<file path="config.mk">
export PLATFORM = sky130hd
export DESIGN_NAME = truth_table_sweep
export DESIGN_NICKNAME = d
export VERILOG_FILES = /design/src/rtl/truth_table_sweep_pkg.sv /design/src/rtl/truth_table_sweep_tt_lookup.sv /design/src/rtl/truth_table_sweep.sv
export SDC_FILE = /design/constraint.sdc
export NUM_CORES = 1
export LEC_CHECK = 0
export CORE_AREA = 2 2 46 48
export DETAILED_ROUTE_END_ITERATION = 7
export DIE_AREA = 0 0 48 50
export DONT_BUFFER_PORTS = 1
export SYNTH_ARGS = -nofsm -noshare
export SYNTH_HDL_FRONTEND = slang
export SYNTH_HIERARCHICAL = 1
export SYNTH_SLANG_ARGS = --single-unit
export TNS_END_PERCENT = 100
</file>
<file path="constraint.sdc">
create_clock -name clk -period 2.7 [get_ports clk]
set_clock_uncertainty 0.15 [all_clocks]
set_input_delay 0.54 -clock clk [delete_from_list [all_inputs] [get_ports clk]]
set_output_delay 0.54 -clock clk [all_outputs]
set_load 0.01 [all_outputs]
</file>
<file path="src/rtl/truth_table_sweep_pkg.sv">
// Shared types and constants for the truth-table sweep controller.
package truth_table_sweep_pkg;

  typedef enum logic [1:0] {
    ST_IDLE  = 2'd0,
    ST_SWEEP = 2'd1,
    ST_DONE  = 2'd2
  } state_e;

  localparam int N_IN_MIN = 1;
  localparam int N_IN_MAX = 4;

endpackage

</file>
<file path="src/rtl/truth_table_sweep_tt_lookup.sv">
// Combinational truth-table read: returns tt[sel].
module tt_lookup #(
  parameter  int N_IN = 2,
  localparam int TT_W = 2**N_IN
) (
  input  logic [TT_W-1:0] tt,
  input  logic [N_IN-1:0] sel,
  output logic            f
);

  assign f = tt[sel];

endmodule

</file>
<file path="src/rtl/truth_table_sweep.sv">
// Programmable N-input boolean function with direct evaluation and a
// handshaked sweep that emits every row of the table and counts the ones.
//
// state    | meaning
// ST_IDLE  | table writable, waiting for start
// ST_SWEEP | presenting row idx, advancing on out_ready
// ST_DONE  | one-cycle done pulse, ones_cnt just updated
module truth_table_sweep
  import truth_table_sweep_pkg::*;
#(
  parameter  int N_IN = 2,
  localparam int TT_W = 2**N_IN
) (
  input  logic              clk,
  input  logic              rst_n,
  input  logic              cfg_we,
  input  logic [TT_W-1:0]   cfg_tt,
  input  logic [N_IN-1:0]   x_in,
  output logic              eval_s,
  input  logic              start,
  output logic              busy,
  output logic              out_valid,
  input  logic              out_ready,
  output logic [N_IN-1:0]   out_vec,
  output logic              out_s,
  output logic              done,
  output logic [N_IN:0]     ones_cnt
);

  if (N_IN < N_IN_MIN || N_IN > N_IN_MAX) begin : g_bad_n_in
    $error("truth_table_sweep: N_IN out of legal range");
  end

  localparam logic [N_IN-1:0] IDX_LAST = '1;

  state_e          state_q, state_d;
  logic [N_IN-1:0] idx_q, idx_d;
  logic [N_IN:0]   cnt_q, cnt_d;
  logic [TT_W-1:0] tt_q, tt_d;
  logic            eval_s_q, eval_s_d;
  logic [N_IN:0]   ones_q, ones_d;

  logic eval_f;
  logic row_s;

  tt_lookup #(.N_IN(N_IN)) u_eval_lookup (
    .tt  (tt_q),
    .sel (x_in),
    .f   (eval_f)
  );

  tt_lookup #(.N_IN(N_IN)) u_row_lookup (
    .tt  (tt_q),
    .sel (idx_q),
    .f   (row_s)
  );

  always_comb begin
    state_d  = state_q;
    idx_d    = idx_q;
    cnt_d    = cnt_q;
    tt_d     = tt_q;
    ones_d   = ones_q;
    eval_s_d = eval_f;

    case (state_q)
      ST_IDLE: begin
        if (cfg_we) begin
          tt_d = cfg_tt;
        end
        if (start) begin
          state_d = ST_SWEEP;
          idx_d   = '0;
          cnt_d   = '0;
        end
      end
      ST_SWEEP: begin
        if (out_ready) begin
          idx_d = idx_q + 1'b1;
          cnt_d = cnt_q + (N_IN+1)'(row_s);
          // Final row: publish the count now so it is visible during DONE
          if (idx_q == IDX_LAST) begin
            state_d = ST_DONE;
            idx_d   = '0;
            ones_d  = cnt_q + (N_IN+1)'(row_s);
          end
        end
      end
      ST_DONE: begin
        state_d = ST_IDLE;
      end
      default: begin
        state_d = ST_IDLE;
      end
    endcase
  end

  always_ff @(posedge clk) begin
    if (!rst_n) begin
      state_q  <= ST_IDLE;
      idx_q    <= '0;
      cnt_q    <= '0;
      tt_q     <= '0;
      eval_s_q <= 1'b0;
      ones_q   <= '0;
    end else begin
      state_q  <= state_d;
      idx_q    <= idx_d;
      cnt_q    <= cnt_d;
      tt_q     <= tt_d;
      eval_s_q <= eval_s_d;
      ones_q   <= ones_d;
    end
  end

  assign eval_s    = eval_s_q;
  assign busy      = (state_q == ST_SWEEP);
  assign out_valid = (state_q == ST_SWEEP);
  assign out_vec   = (state_q == ST_SWEEP) ? idx_q : '0;
  assign out_s     = (state_q == ST_SWEEP) & row_s;
  assign done      = (state_q == ST_DONE);
  assign ones_cnt  = ones_q;

endmodule

</file>
# Yosys cells after proc, flatten, opt, wreduce, memory -nomap -nowiden
# Cells that the tools add are included.
[totals]
mem_bits_ro = 0
inputBits = 11
ram_bits = 0
latch_bits = 0
n_memories = 0
ff_bits = 15
elab_cells = 39
[op_classes]
bitwise_logic = 1
magnitude_cmp = 2
reduce_logical = 6
shifts = 0
add_sub_neg = 2
n_eq_ne = 6
muxes = 16
n_div = 0
mul = 0
[op_table]
columns = ["cell", "count"]
rows = [
  ["$mux W2", 7],
  ["$reduce_and A3 Y1", 3],
  ["$pmux W2 S2", 2],
  ["$lt A2 B3 Y1 const B", 2],
  ["$mux W3", 2],
  ["$pmux W3 S2", 1],
  ["$bmux W1 S2", 2],
  ["$eq A2 B2 Y1 const B", 2],
  ["$ne A2 B1 Y1 const B", 2],
  ["$add A3 B1 Y3", 1],
  ["$add A2 B1 Y2 const B", 1],
  ["$eq A2 B1 Y1 const B", 1],
  ["$logic_not A2 Y1", 1],
  ["$mux W1", 2],
  ["$ne A2 B2 Y1 const B", 1],
  ["$reduce_and A2 Y1", 1],
  ["$reduce_bool A2 Y1", 1],
  ["$and A1 B1 Y1", 1],
]

# Logic depth before layout (Yosys ltp)
# Gate-level depths: netlist of run 1.
[logic_depth]
ltp_word = 5
mapped_depth = 6

# Cells and area by module
# Netlist of run 1, hierarchy kept.
[by_module_without_submodules]
columns = ["mod", "instances", "cells_each", "area_each_um2"]
rows = [
  ["truth_table_sweep", 1, 70, 681.9],
  ["tt_lookup", 2, 1, 22.5],
]

# Least setup slack after synthesis of run 1
# No wires, ideal clock.
[synth_path]
kind = "register to register"
start = "register idx_q[0]"
end = "register cnt_q[2]"
setup_time_ns = 0.070
path_buffers = 0
path_stages_with_launch = 7
setup_slack_ns = 0.827
t_arrival_ns = 1.654
path_cell_list = "dfxtp_1 > mux4_2 > ha_1 > ha_1 > nor3b_1 > o31ai_1 > a21oi_1"
[synth_via]
elab_chain_cells = 5
[synth_rtl]
columns = ["item", "line_no", "rtl"]
rows = [
  ["start: declaration", "truth_table_sweep.sv:37", "logic [N_IN-1:0] idx_q, idx_d;"],
  ["start signal: assignment", "truth_table_sweep.sv:108", "idx_q <= idx_d;"],
  ["$bmux W1 S2", "truth_table_sweep_tt_lookup.sv:11", "assign f = tt[sel];"],
  ["$mux W1 (implied by the code)", "truth_table_sweep_tt_lookup.sv:11", ""],
  ["via row_s", "truth_table_sweep.sv:44", "logic row_s;"],
  ["$add A3 B1 Y3", "truth_table_sweep.sv:80", "cnt_d = cnt_q + (N_IN+1)'(row_s);"],
  ["$mux W3", "truth_table_sweep.sv:78", "if (out_ready) begin"],
  ["$pmux W3 S2", "truth_table_sweep.sv:66", "case (state_q)"],
  ["end signal: assignment", "truth_table_sweep.sv:109", "cnt_q <= cnt_d;"],
  ["end: declaration", "truth_table_sweep.sv:38", "logic [N_IN:0] cnt_q, cnt_d;"],
]
# The timed path passes the listed nets, and every way through them passes these cells. The select of a mux whose other input is x is not followed.
# A chain may end at the register's enable or synchronous reset.

# Final worst setup path of run 1
[layout_path]
start = "register state_q[0]"
end = "output port out_vec[0]"
[layout_via]
elab_chain_cells = 2
[layout_rtl]
columns = ["item", "line_no", "rtl"]
rows = [
  ["start: declaration", "truth_table_sweep.sv:36", "state_e state_q, state_d;"],
  ["start signal: assignment", "truth_table_sweep.sv:107", "state_q <= state_d;"],
  ["$eq A2 B1 Y1", "-", ""],
  ["via busy", "truth_table_sweep.sv:21", "output logic busy,"],
  ["$mux W2", "truth_table_sweep.sv:119", "assign out_vec = (state_q == ST_SWEEP) ? idx_q : '0;"],
  ["end: declaration", "truth_table_sweep.sv:24", "output logic [N_IN-1:0] out_vec,"],
]
# The timed path passes the listed nets, and every way through them passes these cells.

==> results.sh, run 1 <==
export IMPL_first_global_vias=461
export IMPL_netlist_area_leader_share=0.4131
export IMPL_core_sq_um=1902
export IMPL_netlist_instances=72
export IMPL_synth_seq_cells=15
export IMPL_cts_htree_levels=1
export IMPL_path_max_fanout=11
export IMPL_place_area_sq_um=729.5
export IMPL_cts_max_path_buffers=2
export IMPL_synth_area_per_cell_sq_um=10.10
export IMPL_vias=521
export IMPL_status="finished, final reports clean"
export IMPL_cp_start_kind="flop"
export IMPL_finalInstanceArea_sq_um=755.7
export IMPL_firstDrtPassIters=3
export IMPL_dieArea_sq_um=2400
export IMPL_rows=16
export IMPL_start_util=0.3822
export IMPL_fillerInstances=190
export IMPL_grt_usage=0.1331
export IMPL_clkTransAtPathRegs_ns=0.10
export IMPL_dieHeight_um=50
export IMPL_ctsHoldBuffers=0
export IMPL_portBuffers=0
export IMPL_gp_congestion=0.7899
export IMPL_max_slew_worst_pin_slew_ns=0.4451
export IMPL_dp_cells=94
export IMPL_yosysWarnings=6
export IMPL_clk_latency_ns=0.29
export IMPL_cts_setup_buffers=0
export IMPL_yosys_area_top_type="dfxtp_1"
export IMPL_hp_class="input port to flop"
export IMPL_cts_tree="done"
export IMPL_maxSlewViolCount=0
export IMPL_period_share=0.8129
export IMPL_drtIter0Drc=5
export IMPL_p_leak_uw=0.0003151
export IMPL_fin_nets=86
export IMPL_fin_crit_ns=2.195
export IMPL_max_slew_margin=0.7029
export IMPL_irDropWorstVdd_mv=0.1804
export IMPL_drt_wl_total_mm=1.414
export IMPL_powerDensity_nw_per_um2=528.7
export IMPL_crit_path_cell_trace="and2b_1 -> and2_1"
export IMPL_syn_area_sq_um=726.9
export IMPL_n_antenna_cell=0
export IMPL_routed_via_density=5.316
export IMPL_hold_viol=0
export IMPL_critPathMaxStageDelay_ns=0.59
export IMPL_fin_tns_setup_ns=0
export IMPL_synthTopCellsByArea="dfxtp_1 41%, mux2i_1 11%, mux4_2 6.2%"
export IMPL_grt_pass1_wl_mm=2.194
export IMPL_setup_viol=0
export IMPL_critPathBufInv=0
export IMPL_drv_cap=0
export IMPL_post_place_ws_ns=0.6841
export IMPL_io_pins=21
export IMPL_rsz0062_at_grt="no"
export IMPL_final_cell_mix="15 x dfxtp_1, 9 x nor2_1, 8 x mux2i_1"
export IMPL_hpwl_mm=1.011
export IMPL_ant_nets=0
export IMPL_stdcell_count=98
export IMPL_synth_nets=86
export IMPL_route_detailed_drc=0
export IMPL_critPathArrivalTime_ns=1.50
export IMPL_grt_overflow=0
export IMPL_die_w_um=48
export IMPL_final_common_cell="dfxtp_1"
export IMPL_fmax_mhz=455.6
export IMPL_crit_family="simple AND/OR/NAND/NOR gates"
export IMPL_ctsResizeCount=0
export IMPL_routedWlPerCell_um=14.43
export IMPL_crit_required_ns=2.01
export IMPL_worst_slack_ns=0.5053
export IMPL_antenna_found_initial=0
export IMPL_clkSinkCount=15
export IMPL_drive_gt1_frac=0.08451
export IMPL_yosys_cell_types_count=25
export IMPL_endpoint_kind="output pin"
export IMPL_yosysSeqAreaShare=0.4131
export IMPL_area_growth_pct=3.959
export IMPL_path_class="flop to output pin"
export IMPL_cts_inserted_buffers=3
export IMPL_grt_max_degree=15
export IMPL_worst_path_max_delay_cell="dfxtp_1"
export IMPL_root_buffer="clkbuf_4"
==> flip-flops by register name, indices dropped and copies added (netlist names) <==
| name | flops |
|---|---|
| cnt_q | 3 |
| idx_q | 2 |
| state_q | 2 |
| tt_q | 4 |
| ones_cnt | 3 |
| eval_s | 1 |
==> cell families (layout without fill, tap and decap cells) <==
logic type,after synthesis,after routing,share of synthesized area
AO/OA/AOI/OAI,10,10,0.07402
XOR/XNOR,1,1,0.01205
adder cells (fa/ha/maj),3,3,0.05164
buffers and inverters,6,5,0.04819
flip-flops,15,15,0.4131
multiplexers,10,10,0.1721
AND/OR/NAND/NOR,27,27,0.2289
==> path summary, 6_finish.rpt <==
check                                              from                    end  slack, ns  cells past startpoint
worst max register to register    idx_q[0]$_SDFFE_PN0P_  cnt_q[2]$_SDFFE_PN0P_       0.69                      6
worst min-delay path                              rst_n      eval_s$_SDFF_PN0_       0.23                      1
worst min register to register    cnt_q[0]$_SDFFE_PN0P_  cnt_q[0]$_SDFFE_PN0P_       0.34                      2
worst max-delay path            state_q[0]$_SDFFE_PN0P_             out_vec[0]       0.51                      2
==> synthesized netlist by cell type, drive strengths merged <==
library cell  instances
xor2                  1
o31ai                 1
ha                    3
and2b                 1
o21ai                 4
mux2i                 8
nor2                  9
nand4b                5
or3                   1
nor3                  1
nor2b                 1
buf                   3
nor3b                 2
a21oi                 4
o22ai                 1
nand2                 2
dfxtp                15
and2                  4
clkbuf                2
mux4                  2
inv                   1
nand3                 1
==> through the flow <==
| stage | util | power (uW) | hold WS, ns |
|---|---|---|---|
| 2_1_floorplan | - | 272.3 | 0.3039 |
| 3_3_place_gp | 0.3836 | 273.7 | 0.3209 |
| 3_5_place_dp | 0.3836 | 273.9 | 0.3237 |
| 4_1_cts | 0.3974 | 401.8 | 0.2284 |
| 5_1_grt | 0.3974 | 416.0 | 0.2302 |
| 6_report | 0.3974 | 399.6 | 0.2328 |
==> power breakdown <==
group / switching [uW] / internal, uW / total [uW] / leakage (uW)
Clock: 73.7 / 57.4 / 131 / 0.0000150
Combinational: 16.9 / 15.7 / 32.6 / 0.000178
Sequential: 8.15 / 228 / 236 / 0.000122
==> per-layer routing <==
metal  up-vias  global-route usage  wire [um]
met5         -                   0          0
met4         0             0.09459         42
met3         4             0.04029         89
met2        19              0.1689        623
met1       242              0.1830        658
li1        256                   -          -
==> area by class of cell <==
| class | instances | area, sq um | share of cell area |
|---|---|---|---|
| Clock buffer | 4 | 26.28 | 0.03477 |
| Inverter | 1 | 3.754 | 0.004967 |
| Multi-Input combinational cell | 51 | 391.6 | 0.5182 |
| Sequential cell | 15 | 300.3 | 0.3974 |
| Tap cell | 27 | 33.78 | 0.04470 |
(Power assumes the default switching activity.)
==> run 2, diff against run 1 <==
==> constraint.sdc (replaced) <==
create_clock -name clk -period 1.88 [get_ports clk]
set_clock_uncertainty 0.15 [all_clocks]
set_input_delay 0.376 -clock clk [delete_from_list [all_inputs] [get_ports clk]]
set_output_delay 0.376 -clock clk [all_outputs]
set_load 0.01 [all_outputs]
==> results.sh, run 2 (synthesized netlist as in run 1, its figures left out) <==
export IMPL_root_buffer="clkbuf_4"
export IMPL_r2r_start="idx_q[0]$_SDFFE_PN0P_"
export IMPL_io_pins=21
export IMPL_violations="setup timing"
export IMPL_vias=533
export IMPL_maxSlewViolCount=0
export IMPL_clkTransAtPathRegs_ns=0.09
export IMPL_grt_overflow=0
export IMPL_dieArea_sq_um=2400
export IMPL_fin_hold_ws_ns=0.04912
export IMPL_area_growth_pct=11.70
export IMPL_status="finished, violations left"
export IMPL_p_leak_uw=0.0003319
export IMPL_gp_congestion=0.7342
export IMPL_hp_class="input port to flop"
export IMPL_wl_met2_um=683
export IMPL_clkSinkCount=15
export IMPL_antenna_found_initial=0
export IMPL_fin_nets=89
export IMPL_worst_r2r_endpoint="cnt_q[2]$_SDFFE_PN0P_"
export IMPL_highest_layer="met4"
export IMPL_max_slew_worst_pin_slew_ns=0.4443
export IMPL_top_register="tt_q"
export IMPL_dp_cells=97
export IMPL_irDropWorstVdd_mv=0.2754
export IMPL_first_global_vias=511
export IMPL_post_route_util=0.4270
export IMPL_cts_inserted_buffers=3
export IMPL_cp_start_kind="flop"
export IMPL_ant_nets=0
export IMPL_powerDensity_nw_per_um2=714.7
export IMPL_cts_htree_levels=1
export IMPL_route_detailed_drc=0
export IMPL_routed_via_density=5.277
export IMPL_drv_cap=0
export IMPL_routedWlPerCell_um=14.42
export IMPL_max_slew_margin=0.6954
export IMPL_ctsHoldBuffers=0
export IMPL_fmax_mhz=523.9
export IMPL_path_class="flop to output pin"
export IMPL_grt_usage=0.1460
export IMPL_wl_met1_um=607
export IMPL_rows=16
export IMPL_die_w_um=48
export IMPL_stdcell_count=101
export IMPL_setup_viol=2
export IMPL_crit_required_ns=1.35
export IMPL_path_max_fanout=2
export IMPL_place_area_sq_um=752.0
export IMPL_worst_slack_ns=-0.02878
export IMPL_portBuffers=0
export IMPL_core_sq_um=1902
export IMPL_r2r_cells=6
export IMPL_wl_met3_um=99
export IMPL_endpoint_kind="output pin"
export IMPL_largest_reg_flops=4
export IMPL_hpwl_mm=1.037
export IMPL_start_util=0.3822
export IMPL_n_antenna_cell=0
export IMPL_drtIter0Drc=4
export IMPL_clk_latency_ns=0.29
export IMPL_critPathArrivalTime_ns=1.38
export IMPL_drive_gt1_frac=0.2027
export IMPL_fillerInstances=192
export IMPL_hold_viol=0
export IMPL_final_common_cell="dfxtp_1"
export IMPL_hp_start="rst_n"
export IMPL_r2r_slack_ns=-0.02
export IMPL_rsz0062_at_grt="yes"
export IMPL_grt_pass1_wl_mm=2.394
export IMPL_final_cell_mix="13 x dfxtp_1, 9 x nor2_1, 8 x mux2i_1"
export IMPL_cts_tree="done"
export IMPL_firstDrtPassIters=4
export IMPL_holdPathStages=1
export IMPL_whs_endpoint="eval_s$_SDFF_PN0_"
export IMPL_dieHeight_um=50
export IMPL_drt_wl_total_mm=1.456
export IMPL_post_place_ws_ns=-0.04810
export IMPL_grt_max_degree=15
export IMPL_period_share=1.015
export IMPL_finalInstanceArea_sq_um=812.0
export IMPL_cts_max_path_buffers=2
export IMPL_fin_crit_ns=1.909
==> run 2: how the worst max path moves through the flow <==
| stage | startpoint | endpoint | cells past startpoint |
|---|---|---|---|
| CTS | idx_q[0]$_SDFFE_PN0P_ | out_s | 2 |
| finish | idx_q[0]$_SDFFE_PN0P_ | out_s | 2 |
| detailed placement | idx_q[0]$_SDFFE_PN0P_ | cnt_q[2]$_SDFFE_PN0P_ | 6 |
| global route | idx_q[0]$_SDFFE_PN0P_ | cnt_q[2]$_SDFFE_PN0P_ | 6 |
| floorplan | idx_q[0]$_SDFFE_PN0P_ | cnt_q[2]$_SDFFE_PN0P_ | 6 |
| global placement | idx_q[0]$_SDFFE_PN0P_ | cnt_q[2]$_SDFFE_PN0P_ | 6 |
==> run 2: metal layers <==
metal  track usage  vias up
met3       0.02930        7
met4        0.1171        0
met2        0.1933       21
met5             0        -
met1        0.1955      245
li1              -      260
==> run 2: metrics by stage <==
stage | total power, uW | TNS, ns
3_5_place_dp | 397.5 | -0.05866
2_1_floorplan | 391.0 | 0
4_1_cts | 587.8 | -0.009957
5_1_grt | 611.9 | -0.2057
6_report | 580.3 | -0.05326
3_3_place_gp | 396.9 | 0
==> run 2: power by group <==
| group | internal [uW] | total, uW | switching, uW | leakage [uW] |
|---|---|---|---|---|
| registers | 328 | 339 | 11.0 | 0.000123 |
| clock network | 79.2 | 187 | 108 | 0.0000177 |
| logic | 27.2 | 54.2 | 26.9 | 0.000192 |
| total | 434 | 580 | 146 | 0.000332 |
==> run 2: critical path, stage by stage, from the launching register on <==
cell and delay, ns:
dfxtp_2 0.35, mux4_2 0.54, and2_1 0.20
==> run 2: timing repair <==
action	CTS	global route
buffers inserted	0	0
pin swaps	1	3
endpoints found under the hold margin	0	0
setup endpoints to repair	5	4
resized for setup	4	3
cloned	0	0
==> run 2: layout make-up <==
type | instances | area, sq um | area share
Tap cell | 27 | 33.78 | 0.04160
Multi-Input combinational cell | 51 | 421.7 | 0.5193
Sequential cell | 15 | 302.8 | 0.3729
Inverter | 1 | 3.754 | 0.004622
Timing Repair Buffer | 3 | 22.52 | 0.02773
Clock buffer | 3 | 22.52 | 0.02773
Clock inverter | 1 | 5.005 | 0.006163
